<file path="src/rtl/branch_predict_ctrl.sv">
`default_nettype none
// ============================================================================
// Module      : branch_predict_ctrl
// Description : Bimodal branch predictor and EX-stage redirect control.
//               A table of 2^INDEX_BITS two-bit saturating counters supplies
//               a zero-latency taken prediction for the fetch PC. When a
//               conditional branch resolves in EX, its counter is trained,
//               a mispredict raises redirect/flush requests, and the
//               branch/mispredict statistics are updated.
// Ports       :
//   CPU_CLK          in   clock, rising-edge
//   CPU_RST          in   synchronous active-high reset
//   PCF[31:0]        in   fetch-stage PC
//   PredTakenF       out  taken prediction for PCF
//   BranchTypeE[2:0] in   EX branch type, 0 = not a conditional branch
//   PCE[31:0]        in   EX-stage PC
//   PredTakenE       in   prediction that travelled with the EX instruction
//   BranchJumpE      in   resolved branch outcome
//   StallE           in   EX stage held this cycle
//   StatClr          in   clear statistics counters
//   FlushD           out  squash IF/ID
//   FlushE           out  squash ID/EX
//   RedirectE        out  replace next PC with corrected PC
//   RedirectToTarget out  1 = target, 0 = PCE+4
//   BranchCount      out  resolved conditional branches (saturating)
//   MispredCount     out  mispredicted branches (saturating)
// Revision    : 1.0 - initial release
// ============================================================================
module branch_predict_ctrl #(
    parameter int INDEX_BITS = 4
) (
    input  logic        CPU_CLK,
    input  logic        CPU_RST,
    input  logic [31:0] PCF,
    output logic        PredTakenF,
    input  logic [2:0]  BranchTypeE,
    input  logic [31:0] PCE,
    input  logic        PredTakenE,
    input  logic        BranchJumpE,
    input  logic        StallE,
    input  logic        StatClr,
    output logic        FlushD,
    output logic        FlushE,
    output logic        RedirectE,
    output logic        RedirectToTarget,
    output logic [31:0] BranchCount,
    output logic [31:0] MispredCount
);

    localparam int          ENTRIES  = 1 << INDEX_BITS;
    localparam logic [2:0]  NOBRANCH = 3'd0;
    localparam logic [1:0]  CNT_MAX  = 2'b11;
    localparam logic [1:0]  CNT_MIN  = 2'b00;
    localparam logic [1:0]  CNT_INIT = 2'b01;
    localparam logic [31:0] STAT_MAX = 32'hFFFF_FFFF;

    logic [1:0]            r_bht [ENTRIES];
    logic [31:0]           r_branch_cnt;
    logic [31:0]           r_mispred_cnt;

    logic [INDEX_BITS-1:0] w_rd_idx;
    logic [INDEX_BITS-1:0] w_wr_idx;
    logic                  w_resolve;
    logic                  w_mispred;
    logic [1:0]            w_cur_cnt;
    logic                  w_unused_pc_bits;

    // No tags: upper PC bits alias onto the same counter.
    assign w_rd_idx = PCF[INDEX_BITS+1:2];
    assign w_wr_idx = PCE[INDEX_BITS+1:2];
    assign w_unused_pc_bits = ^{PCF[31:INDEX_BITS+2], PCF[1:0],
                                PCE[31:INDEX_BITS+2], PCE[1:0]};

    // Read is asynchronous from the array, so a same-cycle update to the
    // same index is seen only after the edge.
    assign PredTakenF = r_bht[w_rd_idx][1];

    // Reset gates resolution so nothing redirects or trains in a reset cycle.
    assign w_resolve = (BranchTypeE != NOBRANCH) & ~StallE & ~CPU_RST;
    assign w_mispred = w_resolve & (PredTakenE != BranchJumpE);

    assign RedirectE        = w_mispred;
    assign FlushD           = w_mispred;
    assign FlushE           = w_mispred;
    assign RedirectToTarget = w_mispred & BranchJumpE;

    assign w_cur_cnt    = r_bht[w_wr_idx];
    assign BranchCount  = r_branch_cnt;
    assign MispredCount = r_mispred_cnt;

    always_ff @(posedge CPU_CLK) begin
        if (CPU_RST) begin
            for (int i = 0; i < ENTRIES; i++) begin
                r_bht[i] <= CNT_INIT;
            end
            r_branch_cnt  <= '0;
            r_mispred_cnt <= '0;
        end else begin
            if (w_resolve) begin
                if (BranchJumpE) begin
                    if (w_cur_cnt != CNT_MAX) begin
                        r_bht[w_wr_idx] <= w_cur_cnt + 2'b01;
                    end
                end else begin
                    if (w_cur_cnt != CNT_MIN) begin
                        r_bht[w_wr_idx] <= w_cur_cnt - 2'b01;
                    end
                end
            end

            // Clear wins over a same-cycle increment.
            if (StatClr) begin
                r_branch_cnt  <= '0;
                r_mispred_cnt <= '0;
            end else begin
                if (w_resolve && (r_branch_cnt != STAT_MAX)) begin
                    r_branch_cnt <= r_branch_cnt + 32'd1;
                end
                if (w_mispred && (r_mispred_cnt != STAT_MAX)) begin
                    r_mispred_cnt <= r_mispred_cnt + 32'd1;
                end
            end
        end
    end

endmodule
`default_nettype wire

</file>
<file path="config.mk">
export PLATFORM = sky130hd
export DESIGN_NAME = branch_predict_ctrl
export DESIGN_NICKNAME = d
export VERILOG_FILES = /design/src/rtl/branch_predict_ctrl.sv
export SDC_FILE = /design/constraint.sdc
export NUM_CORES = 1
export LEC_CHECK = 0
export BUFFER_PORTS_ARGS = -buffer_cell sky130_fd_sc_hd__buf_2
export CAP_MARGIN = 40
export CORE_AREA = 2 2 103 105
export DETAILED_ROUTE_END_ITERATION = 6
export DIE_AREA = 0 0 105 107
export MAX_ROUTING_LAYER = met4
export PLACE_DENSITY = 0.81
export SLEW_MARGIN = 5
export SYNTH_ARGS = -nofsm -noshare
export SYNTH_HDL_FRONTEND = slang
export SYNTH_SLANG_ARGS = --single-unit
</file>
<file path="constraint.sdc">
create_clock -name CPU_CLK -period 3 [get_ports CPU_CLK]
set_input_delay 0.15 -clock CPU_CLK [delete_from_list [all_inputs] [get_ports CPU_CLK]]
set_output_delay 0.15 -clock CPU_CLK [all_outputs]
set_load 0.01 [all_outputs]
</file>
# Word level (Yosys, flattened, before mapping)
# Memories as Yosys holds them, arrays and structs flattened.
# Cells that the tools add are included.
# Widths: inputs -> output; s select.
[word_totals]
register_bits = 64
mem_bits_rw = 32
inputBits = 73
output_inout_bits = 69
word_cells = 40
n_memories = 1
[op_classes]
addsub = 4
eq_ne = 4
muxes = 16
bitwise_logic = 7
n_reduce_logical = 6
[memory_table]
columns = ["name", "depth", "word_bits", "read_ports", "rd_clocked_by_memory_dff", "wr", "line", "source"]
rows = [
  ["r_bht", 16, 2, 2, 0, 16, "57", "logic [1:0] r_bht [ENTRIES];"],
]
[ops]
columns = ["cell", "count"]
rows = [
  ["$add 32x1->32 const B", 2],
  ["$ne 32x32->1 const B", 2],
  ["$mux 1", 13],
  ["$and 1x1->1", 4],
  ["$mux 2", 2],
  ["$mux 4", 1],
  ["$reduce_or 2->1", 2],
  ["$reduce_bool 3->1", 1],
  ["$add 2x1->2 const B", 1],
  ["$logic_and 1x1->1", 2],
  ["$ne 2x2->1 const B", 1],
  ["$not 1->1", 2],
  ["$reduce_bool 2->1", 1],
  ["$sub 2x1->2 const B", 1],
  ["$ne 1x1->1", 1],
  ["$or 1x1->1", 1],
]

# Longest topological paths before layout
# Gate-level depths: netlist of the first run.
# An unclocked memory read counts as a cell.
[logic_depth]
ltp_word = 10
depth_mapped = 9
depth_no_buf = 6

# Least setup slack after synthesis of the first run
# No wires, ideal clock.
[synth_path]
kind = "register to register"
startpoint = "reg r_mispred_cnt[0] (netlist: MispredCount[0])"
endpoint = "reg r_mispred_cnt[30] (netlist: MispredCount[30])"
setup_time_ns = 0.070
arrival_ns = 2.168
required_ns = 2.930
slack_ns = 0.762
path_stages_with_launch = 8
n_path_buf = 1
synth_period_minus_slack_ns = 2.238
path_cell_list = "dfxtp_1 > ha_1 > and4_1 > nand3_1 > or4_1 > buf_2 > or3_1 > a21oi_1"
[synth_via]
elab_chain_len = 2
elab_cells_between_ends = 3
cone_classes = "add/sub (1); eq/ne (1); reduce/logical (1)"
[synth_lines]
columns = ["element", "line", "source"]
rows = [
  ["start: declaration", "59", "logic [31:0] r_mispred_cnt;"],
  ["start signal: assignment", "120", "r_mispred_cnt <= r_mispred_cnt + 32'd1;"],
  ["parallel branches: the longest is 2 deep, another holds $add 32x1->32", "-", ""],
]
# Several ways; the timed one is not identified.
# A chain may end at the register's enable or synchronous reset.

# Worst setup path in the final report of the first run
[layout_path]
startpoint = "reg r_mispred_cnt[1] (netlist: MispredCount[1])"
endpoint = "reg r_mispred_cnt[26] (netlist: MispredCount[26])"
# Same word-level chain as after synthesis.

==> results.sh, run 1 <==
export IMPL_insertion_delay_ns=0.37
export IMPL_p_clk_share_pct=36.9
export IMPL_areaGrowthSynthToFinish_pct=13.9
export IMPL_path_clk_slew_ns=0.09
export IMPL_first_global_vias=4344
export IMPL_wire_per_inst_um=17.1
export IMPL_grt_pass1_wl_um=21400
export IMPL_maxCapViolCount=0
export IMPL_antenna_found_initial=1
export IMPL_drc=0
export IMPL_cts_hold_buffers=0
export IMPL_final_hold_viol_count=0
export IMPL_vias_per_cell=6.23
export IMPL_hp_class="in -> reg"
export IMPL_h_tree_depth=3
export IMPL_grt_max_degree=30
export IMPL_tightest_slew_ns=0.789
export IMPL_die_area_um2=11200
export IMPL_fmaxAchievable_ghz=0.397
export IMPL_cp_end_kind="flop"
export IMPL_async_reset_ff_share_pct=0
export IMPL_period_minus_slack_ns=2.52
export IMPL_first_pass_iters=4
export IMPL_die_w_um=105
export IMPL_placementRows=37
export IMPL_ys_ff_latch=96
export IMPL_layout_commonest_cell="buf_2"
export IMPL_clkSinkCount=96
export IMPL_track_usage_pct=24.1
export IMPL_p_int_mw=1.89
export IMPL_tns_ns=0
export IMPL_cts_made_buffers=9
export IMPL_initialDrtViolationCount=216
export IMPL_synth_edff_count=32
export IMPL_timing_slew_headroom_pct=47.0
export IMPL_criticalPathCategory="reg -> reg"
export IMPL_gp_congestion=0.937
export IMPL_coreArea_um2=10100
export IMPL_synth_cell_types=52
export IMPL_layout_common_cells="buf_2, dfxtp_1, nand2_1, nor2_1, a21oi_1"
export IMPL_synthFlopType="dfxtp_1"
export IMPL_seq_area_frac_synth_pct=42.8
export IMPL_totalWireLength_um=13200
export IMPL_max_vdd_ir_drop_uv=264
export IMPL_dpl_cell_count=751
export IMPL_cts_root_buf="clkbuf_8"
export IMPL_setup_viol=0
export IMPL_comb_power_share_pct=8.6
export IMPL_portBuffers=85
export IMPL_fin_nets=701
export IMPL_cts_resized=0
export IMPL_die_y_um=107
export IMPL_rsz0062_at_grt="false"
export IMPL_post_cts_buffers=0
export IMPL_avgSynthCellArea_um2=9.41
export IMPL_yosysWarnings=0
export IMPL_dpl_hpwl_um=9350
export IMPL_p_leak_nw=2.17
export IMPL_skew_ns=0.0222
export IMPL_cts_tree="built"
export IMPL_required_ns=3.29
export IMPL_start_util_pct=51.9
export IMPL_p_switching_mw=0.599
export IMPL_drive_above_1_share_pct=21.7
export IMPL_ioPinCount=142
export IMPL_vias=4788
export IMPL_clock_path_buffers=2
export IMPL_swShare_pct=24.0
export IMPL_worstPathArrival_ns=2.81
export IMPL_seqPwrFrac_pct=54.5
export IMPL_syn_area_um2=5240
export IMPL_synth_nets=632
export IMPL_worstPathMaxFanout=13
export IMPL_status="finished clean"
export IMPL_powerDensity_nw_per_um2=418
export IMPL_cp_start_kind="flop"
export IMPL_ant_nets=0
export IMPL_final_period_utilization_pct=84.0
export IMPL_synth_cells=557
export IMPL_stdcell_count=768
export IMPL_maxSlewViolCount=0
export IMPL_grt_ovfl_total=0
## path summary, 6_finish.rpt
check / from / end / slack (ns) / cells past startpoint
min reg2reg: MispredCount[8] / MispredCount[8] / 0.51 / 2
max reg2reg: MispredCount[1] / MispredCount[26] / 0.48 / 6
max: MispredCount[1] / MispredCount[26] / 0.48 / 6
min: StatClr / MispredCount[23] / 0.19 / 3
## flip-flops by register name, summed over array words and instances (netlist names)
register,count
BranchCount,32
MispredCount,32
r_bht,32
## worst max-delay path, stage by stage, from the launching register on
cell     delay [ns]
dfxtp_1        0.43
ha_1           0.24
and4_1         0.34
nand3_1        0.20
or4_1          0.70
or3_1          0.41
a21oi_1        0.14
## logic make-up after synthesis
kind of cell	count (synthesis)	synth area share (%)
and+or+nand+nor	255	27.1
AOI/OAI and AO/OA	122	15.9
DFF	96	42.8
buffers and inverters	43	3.63
muxes	24	7.59
xor gates and xnor gates	15	2.51
adders and majority gates	2	0.478
## routing by layer
metal	track usage (%)	routed length [µm]
met4	8.19	176
met5	-	0
met3	4.32	1030
met1	31.3	5590
met2	38.5	6370
## layout make-up
class                           instances  area [µm²]
Fill cell                             922        4120
Multi-Input combinational cell        418        2810
Sequential cell                        96        2240
Timing Repair Buffer                   93         505
Tap cell                              136         170
Clock buffer                           10         128
Clock inverter                          6        83.8
Inverter                                8        30.0
Antenna cell                            1        2.50
## stage by stage
stage | hold WS, ns | setup WS, ns | cell area, µm² | util, % | total power [mW]
3_3_place_gp | 0.477 | 0.529 | 5730 | 56.7 | 1.59
5_1_grt | 0.185 | 0.335 | 5970 | 59.1 | 2.57
3_5_place_dp | 0.499 | 0.500 | 5750 | 57.0 | 1.60
6_report | 0.188 | 0.479 | 5970 | 59.1 | 2.49
2_1_floorplan | 0.324 | 0.762 | 5240 | - | 1.53
4_1_cts | 0.177 | 0.496 | 5970 | 59.1 | 2.49
## synth_stat cells (all sizes together) (2+ instances only)
cell	count	area [µm²]
a2111oi	5	43.8
a21oi	37	185
a31o	2	17.5
a31oi	4	25.0
a41o	20	200
and2	5	31.3
and3	13	81.3
and4	10	87.6
buf	18	96.4
clkbuf	17	63.8
dfxtp	64	1280
edfxtp	32	961
ha	2	25.0
inv	8	30.0
mux2	6	67.6
mux2i	6	60.1
mux4	12	270
nand2	42	158
nand2b	4	25.0
nand3	35	175
nand4	26	178
nor2	42	165
nor2b	5	31.3
nor3	9	65.1
nor3b	2	15.0
nor4	10	62.6
o211ai	5	37.5
o21a	3	22.5
o21ai	30	150
o31ai	8	73.8
or2	2	12.5
or3	36	225
or4	12	90.1
xnor2	8	70.1
xor2	7	61.3
## power groups by stage
stage | sequential, mW | combinational (mW) | clock (mW)
global placement | 1.39 | 0.198 | 0
finish | 1.36 | 0.213 | 0.920
global route | 1.36 | 0.230 | 0.980
floorplan | 1.39 | 0.147 | 0
detailed placement | 1.39 | 0.209 | 0
CTS | 1.36 | 0.210 | 0.925
(Power assumes the default switching activity.)
==> run 2, diff against run 1 <==
Clock period 3 ns to 2.5 ns, I/O delays scaled along.
==> results.sh, run 2 (synthesized netlist as in run 1, its figures left out) <==
export IMPL_grt_max_degree=38
export IMPL_track_usage_pct=25.5
export IMPL_vias=4912
export IMPL_worstPathMaxFanout=8
export IMPL_die_area_um2=11200
export IMPL_final_hold_viol_count=0
export IMPL_diodes=0
export IMPL_layout_commonest_cell="buf_2"
export IMPL_max_vdd_ir_drop_uv=247
export IMPL_cts_hold_buffers=0
export IMPL_drc=0
export IMPL_criticalPathCategory="reg -> reg"
export IMPL_ant_nets=0
export IMPL_required_ns=2.58
export IMPL_wl_met1_um=5640
export IMPL_hp_class="in -> reg"
export IMPL_timing_slew_headroom_pct=51.6
export IMPL_drive_above_1_share_pct=23.7
export IMPL_dpl_cell_count=765
export IMPL_antenna_found_initial=0
export IMPL_die_w_um=105
export IMPL_p_leak_nw=2.26
export IMPL_r2r_start="r_bht[8][1]"
export IMPL_fill_cells=896
export IMPL_start_util_pct=51.9
export IMPL_totalWireLength_um=13900
export IMPL_final_period_utilization_pct=92.2
export IMPL_r2r_cells=5
export IMPL_min_from="StatClr"
export IMPL_skew_ns=0.0142
export IMPL_insertion_delay_ns=0.37
export IMPL_status="finished clean"
export IMPL_cts_root_buf="clkbuf_8"
export IMPL_tightest_slew_ns=0.726
export IMPL_maxSlewViolCount=0
export IMPL_rrSetupSlack_ns=0.20
export IMPL_areaGrowthSynthToFinish_pct=15.6
export IMPL_h_tree_depth=3
export IMPL_gp_congestion=0.915
export IMPL_rsz0062_at_grt="false"
export IMPL_ioPinCount=142
export IMPL_first_pass_iters=5
export IMPL_cts_made_buffers=9
export IMPL_p_total_mw=3.00
export IMPL_dpl_hpwl_um=9910
export IMPL_path_clk_slew_ns=0.09
export IMPL_vias_per_cell=6.29
export IMPL_utilization_pct=60.0
export IMPL_clock_path_buffers=2
export IMPL_layout_common_cells="buf_2, dfxtp_1, nand2_1, nor2_1, a21oi_1"
export IMPL_min_path_cells=3
export IMPL_initialDrtViolationCount=258
export IMPL_first_global_vias=4542
export IMPL_cts_resized=0
export IMPL_route_met3_wl_um=1130
export IMPL_fmaxAchievable_ghz=0.434
export IMPL_setup_viol=0
export IMPL_grt_ovfl_total=0
export IMPL_timing_hold_ws_ns=0.142
export IMPL_cp_end_kind="flop"
export IMPL_grt_pass1_wl_um=22400
export IMPL_placementRows=37
export IMPL_post_cts_buffers=0
export IMPL_wire_per_inst_um=17.8
export IMPL_die_y_um=107
export IMPL_worstPathArrival_ns=2.38
export IMPL_clkSinkCount=96
export IMPL_maxCapViolCount=0
export IMPL_fin_nets=715
export IMPL_powerDensity_nw_per_um2=495
export IMPL_period_minus_slack_ns=2.30
export IMPL_tns_ns=0
export IMPL_cts_tree="built"
export IMPL_cp_start_kind="flop"
export IMPL_stdcell_count=781
export IMPL_coreArea_um2=10100
export IMPL_holdPathEnd="MispredCount[21]"
export IMPL_rr_endpoint="r_bht[8][0]"
export IMPL_route_met2_wl_um=6880
export IMPL_portBuffers=85
export IMPL_top_layer_used="met4"
[run 2: routing by layer]
layer,global-route usage [%],up-vias
li1,-,2326
met1,31.8,2358
met3,6.02,20
met4,8.76,0
met5,-,-
met2,41.0,208
[run 2: through the flow]
step | instance area, µm² | worst slack [ns]
finish | 6060 | 0.196
global route | 6060 | 0.127
CTS | 6060 | 0.217
detailed placement | 5840 | 0.111
global placement | 5840 | 0.198
floorplan | 5240 | 0.262
[run 2: worst max-delay path: stages, from the launching register on]
cell,delay [ns]
edfxtp_1,0.43
mux4_2,0.49
mux2_2,0.33
and3_1,0.24
nor2_4,0.25
a41o_1,0.27
[run 2: layout make-up]
class                   count  area, µm²  share of cell area, %
flip-flops and latches     96       2240                   37.0
multi-input cells         418       2810                   46.3
inverters                   8       30.0                  0.496
clock inverters             2       35.0                  0.578
well taps                 136        170                   2.81
repair buffers            107        591                   9.75
clock buffers              14        184                   3.04
[run 2: report_power, final]
| part | switching [mW] | total, mW | internal [mW] |
|---|---|---|---|
| clock | 0.527 | 1.10 | 0.575 |
| combinational | 0.170 | 0.268 | 0.0980 |
| sequential | 0.00864 | 1.63 | 1.62 |
| total | 0.706 | 3.00 | 2.29 |
[run 2: worst max-delay path by stage]
stage / cells after the start / endpoint / start
5_1_grt: 5 / BranchCount[26] / BranchCount[13]
6_report: 5 / r_bht[8][0] / r_bht[8][1]
3_3_place_gp: 6 / r_bht[1][1] / PCE[3]
3_5_place_dp: 6 / r_bht[8][1] / PCE[3]
2_1_floorplan: 7 / MispredCount[30] / MispredCount[0]
4_1_cts: 5 / r_bht[8][1] / r_bht[11][1]
